`src/rtl/mario_anim_pkg.sv`:
```
// Shared state encoding and frame slot constants for the player sprite animation sequencer.
package mario_anim_pkg;

  typedef enum logic [1:0] {
    ST_IDLE = 2'd0,
    ST_WALK = 2'd1,
    ST_AIR  = 2'd2
  } anim_state_e;

  localparam logic [1:0] FRAME_STAND      = 2'd0;
  localparam logic [1:0] FRAME_WALK_FIRST = 2'd1;
  localparam logic [1:0] FRAME_AIR        = 2'd2;

endpackage

```
`src/rtl/mario_anim_sequencer_vsync_tick_sync.sv`:
```
// Brings the asynchronous vertical sync into the Clk domain and emits one Clk-wide
// pulse per rising edge of frame_clk.
module vsync_tick_sync (
  input  logic Clk,
  input  logic Reset_n,
  input  logic frame_clk,
  output logic frame_tick
);

  logic s1_q, s2_q, s3_q;

  always_ff @(posedge Clk or negedge Reset_n) begin
    if (!Reset_n) begin
      s1_q <= 1'b0;
      s2_q <= 1'b0;
      s3_q <= 1'b0;
    end else begin
      s1_q <= frame_clk;
      s2_q <= s1_q;
      s3_q <= s2_q;
    end
  end

  // s3 only delays s2 for edge detection; s1 is the metastability stage
  assign frame_tick = s2_q & ~s3_q;

endmodule

```
`src/rtl/mario_anim_sequencer.sv`:
```
// Player sprite frame index sequencer: idle / walk cycle / airborne poses, switched only on
// the synchronized vsync tick. Optional run speed-up enabled by `define MARIO_ANIM_RUN_EN.
module mario_anim_sequencer
  import mario_anim_pkg::*;
#(
  parameter int HOLD_FRAMES = 6,
  parameter int HOLD_W      = 4
) (
  input  logic       Clk,
  input  logic       Reset_n,
  input  logic       frame_clk,
  input  logic       moving,
  input  logic       airborne,
  input  logic       dir_left,
`ifdef MARIO_ANIM_RUN_EN
  input  logic       run,
`endif
  output logic [1:0] frame_number,
  output logic       facing_left,
  output logic       frame_tick
);

  localparam logic [HOLD_W-1:0] LIM_M1_WALK = HOLD_W'(HOLD_FRAMES - 1);
`ifdef MARIO_ANIM_RUN_EN
  localparam int                RUN_LIMIT   = (HOLD_FRAMES / 2 < 1) ? 1 : HOLD_FRAMES / 2;
  localparam logic [HOLD_W-1:0] LIM_M1_RUN  = HOLD_W'(RUN_LIMIT - 1);
`endif

  anim_state_e       state_q, state_d;
  logic [1:0]        frame_q, frame_d;
  logic [HOLD_W-1:0] hold_q,  hold_d;
  logic              facing_q, facing_d;
  logic [HOLD_W-1:0] lim_m1;

  vsync_tick_sync u_sync (
    .Clk       (Clk),
    .Reset_n   (Reset_n),
    .frame_clk (frame_clk),
    .frame_tick(frame_tick)
  );

  always_ff @(posedge Clk or negedge Reset_n) begin
    if (!Reset_n) begin
      state_q  <= ST_IDLE;
      frame_q  <= FRAME_STAND;
      hold_q   <= '0;
      facing_q <= 1'b0;
    end else begin
      state_q  <= state_d;
      frame_q  <= frame_d;
      hold_q   <= hold_d;
      facing_q <= facing_d;
    end
  end

  always_comb begin
    state_d  = state_q;
    frame_d  = frame_q;
    hold_d   = hold_q;
    facing_d = facing_q;
    lim_m1   = LIM_M1_WALK;
`ifdef MARIO_ANIM_RUN_EN
    if (run) lim_m1 = LIM_M1_RUN;
`endif
    if (frame_tick) begin
      if (moving) facing_d = dir_left;
      case (state_q)
        ST_IDLE: begin
          if (airborne) begin
            state_d = ST_AIR;
            frame_d = FRAME_AIR;
          end else if (moving) begin
            state_d = ST_WALK;
            frame_d = FRAME_WALK_FIRST;
            hold_d  = '0;
          end else begin
            frame_d = FRAME_STAND;
          end
        end
        ST_WALK: begin
          if (airborne) begin
            state_d = ST_AIR;
            frame_d = FRAME_AIR;
            hold_d  = '0;
          end else if (!moving) begin
            state_d = ST_IDLE;
            frame_d = FRAME_STAND;
            hold_d  = '0;
          end else if (hold_q >= lim_m1) begin
            // >= rather than == so a shorter run limit advances at once instead of overflowing
            hold_d  = '0;
            frame_d = frame_q + 2'd1;
          end else begin
            hold_d  = hold_q + HOLD_W'(1);
          end
        end
        ST_AIR: begin
          if (airborne) begin
            frame_d = FRAME_AIR;
          end else if (moving) begin
            state_d = ST_WALK;
            frame_d = FRAME_WALK_FIRST;
            hold_d  = '0;
          end else begin
            state_d = ST_IDLE;
            frame_d = FRAME_STAND;
          end
        end
        default: begin
          state_d = ST_IDLE;
          frame_d = FRAME_STAND;
          hold_d  = '0;
        end
      endcase
    end
  end

  assign frame_number = frame_q;
  assign facing_left  = facing_q;

endmodule
```
`config.mk`:
```
export PLATFORM = sky130hd
export DESIGN_NAME = mario_anim_sequencer
export DESIGN_NICKNAME = d
export VERILOG_FILES = /design/src/rtl/mario_anim_pkg.sv /design/src/rtl/mario_anim_sequencer_vsync_tick_sync.sv /design/src/rtl/mario_anim_sequencer.sv
export SDC_FILE = /design/constraint.sdc
export NUM_CORES = 1
export LEC_CHECK = 0
export BUFFER_PORTS_ARGS = -buffer_cell sky130_fd_sc_hd__buf_2
export CORE_AREA = 2 2 39 41
export DETAILED_ROUTE_END_ITERATION = 10
export DIE_AREA = 0 0 41 43
export PLACE_DENSITY = 0.66
export SYNTH_ARGS = -nofsm -noshare
export SYNTH_HDL_FRONTEND = slang
export SYNTH_SLANG_ARGS = --single-unit
export TNS_END_PERCENT = 5
```
`constraint.sdc`:
```
create_clock -name Clk -period 3 [get_ports Clk]
set_input_delay 0.6 -clock Clk [delete_from_list [all_inputs] [get_ports Clk]]
set_output_delay 0.6 -clock Clk [all_outputs]
set_load 0.02 [all_outputs]
```
==> results.cfg <==
[grt]
grt_pass1_wl_um = 1610
overflow = 0
grt_max_degree = 13
antenna_found_initial = 0
grt_pass1_vias = 383
track_usage_pct = 14.3

[clock_network]
post-cts-setup-buffers = 0
cts_resized = 0
cts-buffers-inserted = 3
clk_path_buf_depth = 2
root_buffer = clkbuf_4
cts.clk_slew.worst_paths_ns = 0.08
clkSinkCount = 12
hold_buffers = 0
cts_tree = done
h-tree-depth = 1
clk_latency_ns = 0.28

[floorplanning]
rows = 14
die_w_um = 41
io_pins = 10
design.die.area_mm2 = 0.00176
core_area_mm2 = 0.00138
start_util_pct = 43.1
die_h_um = 43

[power]
peakVddDrop_uv = 248
powerDensity_mw_per_mm2 = 559
leakage_uw = 0.000328

[place]
gp_congestion = 0.664
hpwl_um = 744
pre_cts_ws_ns = 1.19
io_buffers = 9

[sta]
tns_ns = 0
tightest_slew_ns = 0.511
setup_slack_ns = 1.07
max_freq_ghz = 0.518
slew_headroom_pct = 65.8
period_minus_slack_ns = 1.93
fin_crit_sh_pct = 64.3
holdWs_ns = 0.183
finalHoldViolCount = 0
fin_skew_ns = 0.00643
setup_viol = 0
rsz0062_at_grt = no
slew_violations = 0

[cells_and_area]
layout_commonest_cell = dfrtp_1
layout_common_cells = 12 x dfrtp_1, 9 x buf_2, 8 x nand2_1
multi_input_comb_area_um2 = 265
synthToLayoutAreaGrowth_pct = 16.1
layout-drive-gt1-share_pct = 25.4
fillers = 119
nets = 77
regArea_um2 = 300
antennaDiodeCount = 0

[logic_synthesis]
yosys_warnings = 0
postSynthCellCount = 55
synth.area.top_cells = dfrtp_1 50%, ha_1 6.3%, nand2_1 5.0%
synth_seq_cells = 12
syn_area_per_cell_um2 = 10.9
mappedNetlistNets = 64
ys_types = 27
synth_top_area_share_pct = 50.3
synth_area_um2 = 597
synth_edf_count = 0
synthArstFlopShare_pct = 100
synthFlopType = dfrtp_1
synth_area_leader_cell = dfrtp_1
synth-seq-area-share_pct = 50.3

[critical_path]
cp-startpoint = u_sync.s2_q$_DFF_PN0_
critPathKind = register to primary output
worst_setup_path_end_kind = primary output
cp.arrival_ns = 1.33
slowest_delay_ns = 0.44
r2r_start = u_sync.s2_q$_DFF_PN0_
cp_slowest_cell = nor2b_1
crit_path_cell_trace = nor2b_1 -> buf_2
crit_path_max_fanout = 7
crit_family = simple AND/OR/NAND/NOR gates
worstPathBufferInverterCount = 1
worstPathRequired_ns = 2.40
startpoint_type = register

[routing]
wl_um = 992
avgViaCountPerCell = 5.07
drtPass1Iterations = 4
wl_per_cell_um = 12.0
route.detailed.drc = 0
vias = 421
final_antenna_net_count = 0
drt-initial-drc-count = 11

[worst_hold_path]
min_path_type = input pin to async pin

[run_status]
status = finished clean

[flow_run]
drv_cap = 0
where the power goes:
group          total, uW  switching, uW  internal, uW
clock                130           55.8          73.9
combinational       65.9           37.3          28.6
sequential           192           14.9           177
cells by family (layout without fill, tap and decap cells):
group                      after synthesis  after routing  share of synthesized area (%)
muxes                                    4              4                           7.76
AOI/OAI and AO/OA                       10             10                           13.0
adders and majority gates                3              3                           6.29
and+or+nand+nor                         17             17                           15.9
buffers and inverters                    8             20                           5.24
xor gates and xnor gates                 1              1                           1.47
DFF                                     12             12                           50.3
worst reg2reg max path: cells and delay by family (launching register included):
family          cells  cell delay [ns]
flops               1             0.35
simple gates        2             0.98
compound gates      2             0.29
path summary, 6_finish.rpt:
check | depth (start not counted) | to | slack, ns
max | 2 | frame_tick | 1.07
max in group asynchronous | 1 | hold_q[3]$_DFFE_PN0P_ | 2.60
max reg2reg | 4 | hold_q[2]$_DFFE_PN0P_ | 1.28
min | 1 | frame_number[0]$_DFFE_PN0P_ | 0.18
min in group Clk | 0 | u_sync.s2_q$_DFF_PN0_ | 0.37
min reg2reg | 0 | u_sync.s2_q$_DFF_PN0_ | 0.37
per-stage QoR:
stage          power [uW]  cell area [um^2]  util, %  instances
3_5_place_dp          262               657     47.5         79
4_1_cts               394               693     50.1         83
2_1_floorplan         238               597        -         55
3_3_place_gp          260               657     47.5         79
5_1_grt               415               693     50.1         83
6_report              387               693     50.1         83
state kept, by name, summed over array words and instances, names as in the netlist:
signal,flops
facing_left,1
frame_number,2
hold_q,4
state_q,2
u_sync.s1_q,1
u_sync.s2_q,1
u_sync.s3_q,1
metal layers:
layer / up-vias / wire, um / track usage (%)
met3: 3 / 68 / 6.28
met5: - / 0 / 0
met1: 185 / 473 / 18.7
met4: 0 / 24 / 10.0
met2: 19 / 426 / 18.1
li1: 214 / - / -
cell usage after synthesis (2+ instances only):
cell      n
dfrtp_1  12
ha_1      3
inv_1     6
mux2i_1   2
nand2_1   8
nor2b_1   2
o31ai_1   2
cell type report:
cell class / instances / share of cell area [%]
sequential: 12 / 43.3
multi-input combinational: 35 / 38.3
timing repair buffer: 9 / 6.50
clock buffer: 4 / 5.23
inverter: 7 / 3.79
tap: 16 / 2.89
No activity file was read; power rests on OpenSTA's default activity.
